File: src/rtl/cam_stats_pkg.sv
// cam_stats_pkg: shared FSM state type and accumulator sizing for cam_frame_stats
package cam_stats_pkg;
  typedef enum logic [1:0] {S_IDLE, S_DIV, S_PUBLISH} stat_state_t;
  function automatic int acc_width(input int pix_w, input int cnt_w);
    return pix_w + cnt_w;
  endfunction
endpackage

File: src/rtl/cam_seq_div.sv
// cam_seq_div: restoring divider producing Q_W quotient bits, one bit per cycle
module cam_seq_div #(
  parameter int NUM_W = 28,
  parameter int DEN_W = 20,
  parameter int Q_W = 8
) (
  input logic clk,
  input logic rst,
  input logic start,
  input logic [NUM_W-1:0] num,
  input logic [DEN_W-1:0] den,
  output logic busy,
  output logic done,
  output logic [Q_W-1:0] quo
);
  localparam int CN_W = $clog2(Q_W + 1);
  logic [DEN_W-1:0] rem;
  logic [DEN_W:0] trial;
  logic ge;
  logic [CN_W-1:0] cnt;
  // quo doubles as the shift register feeding the low numerator bits in
  assign trial = {rem, quo[Q_W-1]};
  assign ge = trial >= {1'b0, den};
  always_ff @(posedge clk) begin
    if (rst) begin
      busy <= 1'b0;
      done <= 1'b0;
      rem <= '0;
      quo <= '0;
      cnt <= '0;
    end else begin
      done <= 1'b0;
      if (start && !busy) begin
        rem <= DEN_W'(num >> Q_W);
        quo <= num[Q_W-1:0];
        cnt <= CN_W'(Q_W);
        busy <= 1'b1;
      end else if (busy) begin
        rem <= ge ? DEN_W'(trial - {1'b0, den}) : DEN_W'(trial);
        quo <= (quo << 1) | Q_W'(ge);
        cnt <= cnt - 1'b1;
        if (cnt == CN_W'(1)) begin
          busy <= 1'b0;
          done <= 1'b1;
        end
      end
    end
  end
endmodule

File: src/rtl/cam_frame_stats.sv
// cam_frame_stats: per-channel frame sum/max/min accumulation with mean computed during blanking
module cam_frame_stats
  import cam_stats_pkg::*;
#(
  parameter int PIX_W = 8,
  parameter int CHANNELS = 3,
  parameter int CNT_W = 20,
  parameter int UPDATE_FRAMES = 30
) (
  input logic VGA_CLK,
  input logic RST,
  input logic V_SYNC,
  input logic PIX_VALID,
  input logic [CHANNELS*PIX_W-1:0] PIXEL,
  output logic [CHANNELS*PIX_W-1:0] STAT_MEAN,
  output logic [CHANNELS*PIX_W-1:0] STAT_MAX,
  output logic [CHANNELS*PIX_W-1:0] STAT_MIN,
  output logic STAT_VALID,
  output logic OVERRUN
);
  localparam int ACC_W = acc_width(PIX_W, CNT_W);
  localparam int FC_W = $clog2(UPDATE_FRAMES + 1);
  localparam int CH_W = CHANNELS > 1 ? $clog2(CHANNELS) : 1;
  localparam int CY_W = $clog2(PIX_W + 1);
  stat_state_t state;
  logic vs_d, armed, fe, trig, div_start, div_busy, div_done;
  logic [FC_W-1:0] frame_cnt;
  logic [CH_W-1:0] ch, res_idx;
  logic [CY_W-1:0] cyc;
  logic [CNT_W-1:0] cnt, cnt_h;
  logic [PIX_W-1:0] quo;
  logic [ACC_W-1:0] acc [CHANNELS];
  logic [ACC_W-1:0] acc_h [CHANNELS];
  logic [PIX_W-1:0] pix [CHANNELS];
  logic [PIX_W-1:0] mx [CHANNELS];
  logic [PIX_W-1:0] mn [CHANNELS];
  logic [PIX_W-1:0] mx_h [CHANNELS];
  logic [PIX_W-1:0] mn_h [CHANNELS];
  logic [PIX_W-1:0] mean_q [CHANNELS];
  logic [PIX_W-1:0] mean_all [CHANNELS];
  assign fe = vs_d & ~V_SYNC;
  assign trig = fe & armed & (frame_cnt == FC_W'(UPDATE_FRAMES - 1));
  // an empty frame never starts the divider, but the cycle schedule still runs
  assign div_start = (state == S_DIV) && (cyc == '0) && (cnt_h != '0) && !div_busy;
  always_comb begin
    for (int c = 0; c < CHANNELS; c++) begin
      pix[c] = PIXEL[c*PIX_W +: PIX_W];
      mean_all[c] = (div_done && res_idx == CH_W'(c)) ? quo : mean_q[c];
    end
  end
  cam_seq_div #(.NUM_W(ACC_W), .DEN_W(CNT_W), .Q_W(PIX_W)) u_div (
    .clk(VGA_CLK),
    .rst(RST),
    .start(div_start),
    .num(acc_h[ch]),
    .den(cnt_h),
    .busy(div_busy),
    .done(div_done),
    .quo(quo)
  );
  // vs_d resets high so a frame already running at reset release is not an arming edge
  always_ff @(posedge VGA_CLK) begin
    if (RST) begin
      vs_d <= 1'b1;
      armed <= 1'b0;
      frame_cnt <= '0;
      cnt <= '0;
      for (int c = 0; c < CHANNELS; c++) begin
        acc[c] <= '0;
        mx[c] <= '0;
        mn[c] <= '1;
      end
    end else begin
      vs_d <= V_SYNC;
      if (!vs_d && V_SYNC) armed <= 1'b1;
      if (fe && armed) frame_cnt <= trig ? '0 : frame_cnt + 1'b1;
      if (fe) begin
        cnt <= '0;
        for (int c = 0; c < CHANNELS; c++) begin
          acc[c] <= '0;
          mx[c] <= '0;
          mn[c] <= '1;
        end
      end else if (V_SYNC && PIX_VALID) begin
        cnt <= cnt + 1'b1;
        for (int c = 0; c < CHANNELS; c++) begin
          acc[c] <= acc[c] + ACC_W'(pix[c]);
          mx[c] <= pix[c] > mx[c] ? pix[c] : mx[c];
          mn[c] <= pix[c] < mn[c] ? pix[c] : mn[c];
        end
      end
    end
  end
  always_ff @(posedge VGA_CLK) begin
    if (RST) begin
      state <= S_IDLE;
      ch <= '0;
      cyc <= '0;
      res_idx <= '0;
      cnt_h <= '0;
      for (int c = 0; c < CHANNELS; c++) begin
        acc_h[c] <= '0;
        mx_h[c] <= '0;
        mn_h[c] <= '0;
        mean_q[c] <= '0;
      end
      STAT_MEAN <= '0;
      STAT_MAX <= '0;
      STAT_MIN <= '0;
      STAT_VALID <= 1'b0;
      OVERRUN <= 1'b0;
    end else begin
      STAT_VALID <= 1'b0;
      if (trig && state != S_IDLE) OVERRUN <= 1'b1;
      if (div_start) res_idx <= ch;
      if (div_done) mean_q[res_idx] <= quo;
      case (state)
        S_IDLE: if (trig) begin
          state <= S_DIV;
          ch <= '0;
          cyc <= '0;
          cnt_h <= cnt;
          for (int c = 0; c < CHANNELS; c++) begin
            acc_h[c] <= acc[c];
            mx_h[c] <= mx[c];
            mn_h[c] <= mn[c];
          end
        end
        S_DIV: begin
          cyc <= cyc == CY_W'(PIX_W) ? '0 : cyc + 1'b1;
          if (cyc == CY_W'(PIX_W)) begin
            ch <= ch + 1'b1;
            if (ch == CH_W'(CHANNELS - 1)) state <= S_PUBLISH;
          end
        end
        S_PUBLISH: begin
          state <= S_IDLE;
          STAT_VALID <= 1'b1;
          for (int c = 0; c < CHANNELS; c++) begin
            STAT_MEAN[c*PIX_W +: PIX_W] <= cnt_h == '0 ? '0 : mean_all[c];
            STAT_MAX[c*PIX_W +: PIX_W] <= cnt_h == '0 ? '0 : mx_h[c];
            STAT_MIN[c*PIX_W +: PIX_W] <= cnt_h == '0 ? '0 : mn_h[c];
          end
        end
        default: state <= S_IDLE;
      endcase
    end
  end
endmodule

File: config.mk
export PLATFORM = sky130hd
export DESIGN_NAME = cam_frame_stats
export DESIGN_NICKNAME = d
export VERILOG_FILES = /design/src/rtl/cam_stats_pkg.sv /design/src/rtl/cam_seq_div.sv /design/src/rtl/cam_frame_stats.sv
export SDC_FILE = /design/constraint.sdc
export NUM_CORES = 1
export LEC_CHECK = 0
export ABC_CLOCK_PERIOD_IN_PS = 12600
export CORE_MARGIN = 2
export CORE_UTILIZATION = 40
export DETAILED_ROUTE_END_ITERATION = 6
export SYNTH_ARGS = -nofsm -noshare
export SYNTH_HDL_FRONTEND = slang
export SYNTH_SLANG_ARGS = --single-unit
File: constraint.sdc
create_clock -name VGA_CLK -period 12.6 [get_ports VGA_CLK]
set_input_delay 2.52 -clock VGA_CLK [delete_from_list [all_inputs] [get_ports VGA_CLK]]
set_output_delay 2.52 -clock VGA_CLK [all_outputs]
set_load 0.03 [all_outputs]
==> results of run 1 <==
metal layers:
layer	track usage	share of wire
met5	0	0
met4	0.05436	0.022
met1	0.2749	0.50
met3	0.02487	0.043
met2	0.2789	0.44
worst min-delay path by stage:
stage               slack, ns    startpoint  cells after the start            to
floorplan                0.43  u_div.cnt[3]                      1  u_div.cnt[3]
global placement         0.44       OVERRUN                      2       OVERRUN
detailed placement       0.44       OVERRUN                      2       OVERRUN
CTS                      0.45       OVERRUN                      2       OVERRUN
global route             0.49       OVERRUN                      2       OVERRUN
finish                   0.45       OVERRUN                      2       OVERRUN
power groups by stage:
stage | Sequential (uW) | Combinational [uW] | Clock (uW)
2_1_floorplan | 1690 | 136 | 0
3_3_place_gp | 1700 | 193 | 0
3_5_place_dp | 1700 | 198 | 0
4_1_cts | 1670 | 199 | 1490
5_1_grt | 1670 | 221 | 1550
6_report | 1670 | 199 | 1460
placed cells by master (no fill, tap or decap), types with 8 or more instances in the layout:
master,count
edfxtp_1,288
nor2_1,271
dfxtp_1,166
and3_1,136
a21oi_1,124
nand2_1,107
clkdlybuf4s50_1,100
ha_1,97
inv_1,90
nor3_1,77
a22oi_1,69
xor2_1,54
clkbuf_16,50
or3_1,47
xnor2_1,42
o21ai_0,41
nand3_1,40
mux2i_1,39
a21o_1,34
a211oi_1,34
mux2_2,32
nand4_1,24
and2_1,21
nor2b_1,17
clkbuf_8,17
o21a_1,16
buf_4,16
clkbuf_1,13
a2111oi_0,8
cells by family after synthesis:
kind of cell	after synthesis
adders and majority gates	101
muxes	71
xor gates and xnor gates	96
buffers and inverters	210
AOI/OAI and AO/OA	362
and+or+nand+nor	792
DFF	455
per-stage QoR:
step | hold WS, ns | utilization | cells | cell area, um^2 | setup slack [ns]
after floorplan | 0.4339 | - | 2087 | 21940 | 5.723
after global placement | 0.4351 | 0.4359 | 2782 | 23550 | 6.482
after detailed placement | 0.4444 | 0.4359 | 2782 | 23550 | 6.366
after CTS | 0.4516 | 0.4663 | 2871 | 25190 | 6.941
after global routing | 0.4851 | 0.4663 | 2871 | 25190 | 6.666
final | 0.4451 | 0.4663 | 2871 | 25190 | 6.990
worst reg2reg max path: cells and delay by family (launching register included):
kind,cells,cell delay [ns]
fa+ha+maj,1,0.19
flops,1,0.40
simple gates,4,1.59
buf+inv,1,0.96
sequential cells by signal (all words and copies together), names as in the netlist, 2 cells and up, named ones only:
register,flops
STAT_MAX,24
STAT_MEAN,24
STAT_MIN,24
acc,84
acc_h,84
ch,2
cnt,20
cnt_h,20
cyc,4
frame_cnt,5
mean_q,24
mn,24
mn_h,24
mx,24
mx_h,24
res_idx,2
state,2
u_div.cnt,4
u_div.quo,8
u_div.rem,20
final cells by class:
type	count	area share
clock buffer	80	0.06089
clock inverter	9	0.004371
inverter	91	0.01361
multi-input combinational	1422	0.3648
sequential	455	0.4760
tap	696	0.03457
timing repair buffer	118	0.04574
==> metrics, run 1 <==
status=finished, final reports clean; CP endpoint kind=flip-flop; startpoint types=input pin; Worst-path clk slew=0.06 ns; largest fanout on the critical path=79; setup violators final=0; maximum vdd drop=0.0001086 V; maxcap violations=0; flip-flop and latch count after synthesis=455; cell row count=85; critical path's slowest cell=buf_4; post_cts resized=0; Net Sw Frac=0.2249; setup repair bufs after CTS=0; CP endpoint=mx_h[0][5]; Top delay family on crit path=simple AND/OR/NAND/NOR gates; Fmax=0.1783 GHz; worst slew pin tran=1.127 ns; complex-gate fraction of the synthesized area=0.1061; multi-input logic area=9190 um^2; Slew HR=0.2485; mux cell area share after synthesis=0.03421; XOR/XNOR Fraction of Synth Area=0.03832; Die Ht=238.2 um; worst r2r src=frame_cnt[0]; antenna violations before repair=0; via count=15610; Final Hold Viols=0; largest net degree at the start of global routing=173; Crit Path Category=in -> reg; Post-Synth Adder-Cell Area=0.05896; port bufs=101; Simple-Gate Fraction of Synth Area=0.1787; Num CTS Buffers=49; Detailed Route Iter0 Violations=1211; sequential fraction of the synthesis area=0.5465; Reg power frac=0.501; Fillers=5047; R2R setup slack=between 9 and 10 ns; area leader, netlist=edfxtp_1; core area=54030 um^2; top post-synthesis cells by area=edfxtp_1 (39%), dfxtp_1 (15%), ha_1 (5.5%); Critical Path RT=12.79 ns; post-route setup TNS=0 ns; CP Cell Sequence=clkdlybuf4s50_1 -> nor2b_1 -> nand2_1 -> nor2_1 -> nand2_2 -> nand2_4 -> buf_4; Reg area=11990 um^2; Total Routing Usage GR=0.1844; Clock Skew=roughly 0.013 ns; RSZ-0062 raised after global routing=no; DRC violations left=0; IO Pins=slightly above 100; synthesized net count=2216; diodes inserted=0; crit path DAT=5.80 ns; Die W=238.2 um; Worst-Skew Late Latency=0.58 ns; EDFF count, synth=288; Tmin final=between 5 and 6 ns; Lkg Pwr=0.009622 uW; Top FF cell, synth=edfxtp_1; first-pass GRT wire length=84140 um; largest family of logic cells by synthesized area=simple AND/OR/NAND/NOR gates; hpwl dp=35090 um; Gate Count Post-Synth=2087; average wire per standard cell=18.52 um; Final Max Slew Viols=0; Post-DRT Antenna Nets=0; vias in the first global route=15080; 1st-pass router iterations=5; top-count cell post-synth=edfxtp_1; Remaining Overflow, GRT=0; Pwr per Cell Area=132.2 nW/um^2; layout cell share with drive strength beyond 1=0.06943; Crit path buffers/inverters=2; yosys warns=0; Sw Pwr=748.6 uW; RePlAce Congestion=about 0.83; Syn Std Cell Area=roughly 22000 um^2; nets=2266; fin crit share=0.4452; hold_buf cts=0; Die ar.=56750 um^2; synth unique cells=62; Pwr Total=3329 uW; R2R cell count=6; mean area per synthesized cell=10.51 um^2; Async SR Flop Fraction=0; vias per inst=about 5.4; Cell Int Power=between 2000 and 3000 uW; commonest cells in the synthesized netlist=edfxtp_1 (288), nor2_1 (272), dfxtp_1 (167); share of the synthesized area in the top cell type=0.3941; H-tree levels=2; Crit. Startpoint=V_SYNC; Area growth, synth to finish=14.81%; WP depth=7; slowest stage delay, CP=0.91 ns; Initial Util=0.4062; share of total power in combinational logic=0.060; CTS tree=done; clk sinks=455; Clock Path Buffers=3; Hold Path Class=reg -> reg; Routed WL=53170 um; clock root buffer=clkbuf_16; Reg2Reg Capture Point=mx_h[0][5]; Clock Power Share=0.439
Power figures use the tool's default switching activity.
==> run 2, diff against run 1 <==
--- a/config.mk
+++ b/config.mk
@@ -5,7 +5,7 @@
 export SDC_FILE = /design/constraint.sdc
 export NUM_CORES = 1
 export LEC_CHECK = 0
-export ABC_CLOCK_PERIOD_IN_PS = 12600
+export ABC_CLOCK_PERIOD_IN_PS = 5870
 export CORE_MARGIN = 2
 export CORE_UTILIZATION = 40
 export DETAILED_ROUTE_END_ITERATION = 6
==> constraint.sdc (replaced) <==
create_clock -name VGA_CLK -period 5.87 [get_ports VGA_CLK]
set_input_delay 1.174 -clock VGA_CLK [delete_from_list [all_inputs] [get_ports VGA_CLK]]
set_output_delay 1.174 -clock VGA_CLK [all_outputs]
set_load 0.03 [all_outputs]
==> metrics, run 2 (synthesis gave the netlist of run 1 again) <==
status=finished, final reports clean; core area=54030 um^2 (unchanged); Hold Path Class=reg -> reg; Remaining Overflow, GRT=0 (unchanged); Tmin final=4.117 ns; crit path DAT=4.43 ns (-1.37 ns); Pwr per Cell Area=282.3 nW/um^2 (+110%); RePlAce Congestion=0.8336 (+0.19%); H-tree levels=2 (unchanged); nets=2269 (+0.13%); CP endpoint kind=flip-flop; clk sinks=455 (unchanged); fin crit share=0.7014; largest net degree at the start of global routing=110 (-36%); Final Max Slew Viols=0 (unchanged); antenna violations before repair=0 (unchanged); via count=15700 (+0.58%); maximum vdd drop=0.0001978 V (+82%); Final Hold Viols=0 (unchanged); Num CTS Buffers=48 (-2.0%); largest fanout on the critical path=11 (-86%); hold_buf cts=0 (unchanged); worst slew pin tran=1.091 ns (-0.03585 ns); Initial Util=0.4062 (unchanged); hpwl dp=35350 um (+0.73%); Final WS setup=1.753 ns (-5.237 ns); Fmax=0.2429 GHz; Total Routing Usage GR=0.1881 (+0.003731); startpoint types=input pin; layout cell share with drive strength beyond 1=0.07300 (+0.003577); post-route setup TNS=0 ns (unchanged); largest registers=acc (84), acc_h (84); leading cell type in the layout, fill and taps excluded=edfxtp_1; Critical Path RT=6.19 ns (-6.60 ns); Die Ht=238.2 um (unchanged); Detailed Route Iter0 Violations=1332 (+10%); DRC violations left=0 (unchanged); Area growth, synth to finish=14.93%; commonest cells after routing, fill and taps aside=edfxtp_1 (288), nor2_1 (271), dfxtp_1 (166); Crit Path Category=in -> reg; average wire per standard cell=18.64 um (+0.65%); diodes inserted=0 (unchanged); DP Worst Slack=1.100 ns (-5.266 ns); cell row count=85 (unchanged); Die ar.=56750 um^2 (unchanged); Post-DRT Antenna Nets=0 (unchanged); Clock Path Buffers=3 (unchanged); post_cts resized=0 (unchanged); setup repair bufs after CTS=0 (unchanged); Worst-Skew Late Latency=0.59 ns (about the same); IO Pins=102 (unchanged); Lkg Pwr=0.009647 uW (+0.25%); Fillers=4997 (-0.99%); Worst-path clk slew=0.06 ns (about the same); first-pass GRT wire length=85760 um (+1.9%); CTS tree=done; port bufs=101 (unchanged); RSZ-0062 raised after global routing=no; Clock Skew=0.02586 ns (+0.01241 ns); Die W=238.2 um (unchanged); Slew HR=0.2692 (+0.02071); setup violators final=0 (unchanged); maxcap violations=0 (unchanged); 1st-pass router iterations=5 (unchanged); vias in the first global route=15370 (+2.0%); clock root buffer=clkbuf_16; Routed WL=53570 um (+0.76%); vias per inst=5.464 (+0.47%)
## run 2: worst paths after layout
path | start | end | slack, ns | cells past startpoint
setup / recovery | PIXEL[1] | acc[0][27] | 1.75 | 10
hold / removal | OVERRUN | OVERRUN | 0.45 | 2
setup reg to reg | cnt_h[15] | u_div.rem[11] | 2.28 | 11
hold reg to reg | OVERRUN | OVERRUN | 0.45 | 2
## run 2: through the flow
step	std cells	util	hold WS [ns]	cell area, um^2	power [uW]
detailed placement	2786	0.4369	0.4524	23600	4076
finish	2874	0.4668	0.4534	25220	7119
CTS	2874	0.4668	0.4601	25220	7184
floorplan	2087	-	0.4339	21940	3921
global route	2874	0.4668	0.4853	25220	7371
global placement	2786	0.4369	0.4361	23600	4061
## run 2: metal layers
| metal | GRT usage | part of all wire | up-vias |
|---|---|---|---|
| met5 | 0 | 0 | - |
| met4 | 0.04394 | 0.017 | 0 |
| met3 | 0.02927 | 0.046 | 70 |
| met2 | 0.2888 | 0.45 | 320 |
| met1 | 0.2788 | 0.49 | 7667 |
| li1 | - | - | 7647 |
## run 2: final cells by class
| cell class | count | area (um^2) | area share |
|---|---|---|---|
| flip-flops and latches | 455 | 11990 | 0.4755 |
| multi-input cells | 1422 | 9190 | 0.3644 |
| clock buffers | 66 | 1401 | 0.05556 |
| repair buffers | 122 | 1207 | 0.04787 |
| well taps | 696 | 870.8 | 0.03453 |
| inverters | 91 | 342.8 | 0.01359 |
| clock inverters | 22 | 215.2 | 0.008533 |
## run 2: power by group
| part | switching, uW | total (uW) | leakage (uW) | internal, uW |
|---|---|---|---|---|
| combinational | 277 | 432 | 0.00460 | 155 |
| clock | 1300 | 3110 | 0.000812 | 1810 |
| sequential | 61.9 | 3580 | 0.00424 | 3520 |
| total | 1640 | 7120 | 0.00965 | 5480 |
## run 2: worst max-delay path, stage by stage
cell and delay [ns]:
clkdlybuf4s50_1 0.74, ha_1 0.32, a21o_1 0.16, a21o_1 0.21
a2111oi_0 0.49, o41ai_1 0.20, a21oi_1 0.71, nand4b_1 0.22
xor2_1 0.16, nor2_1 0.05
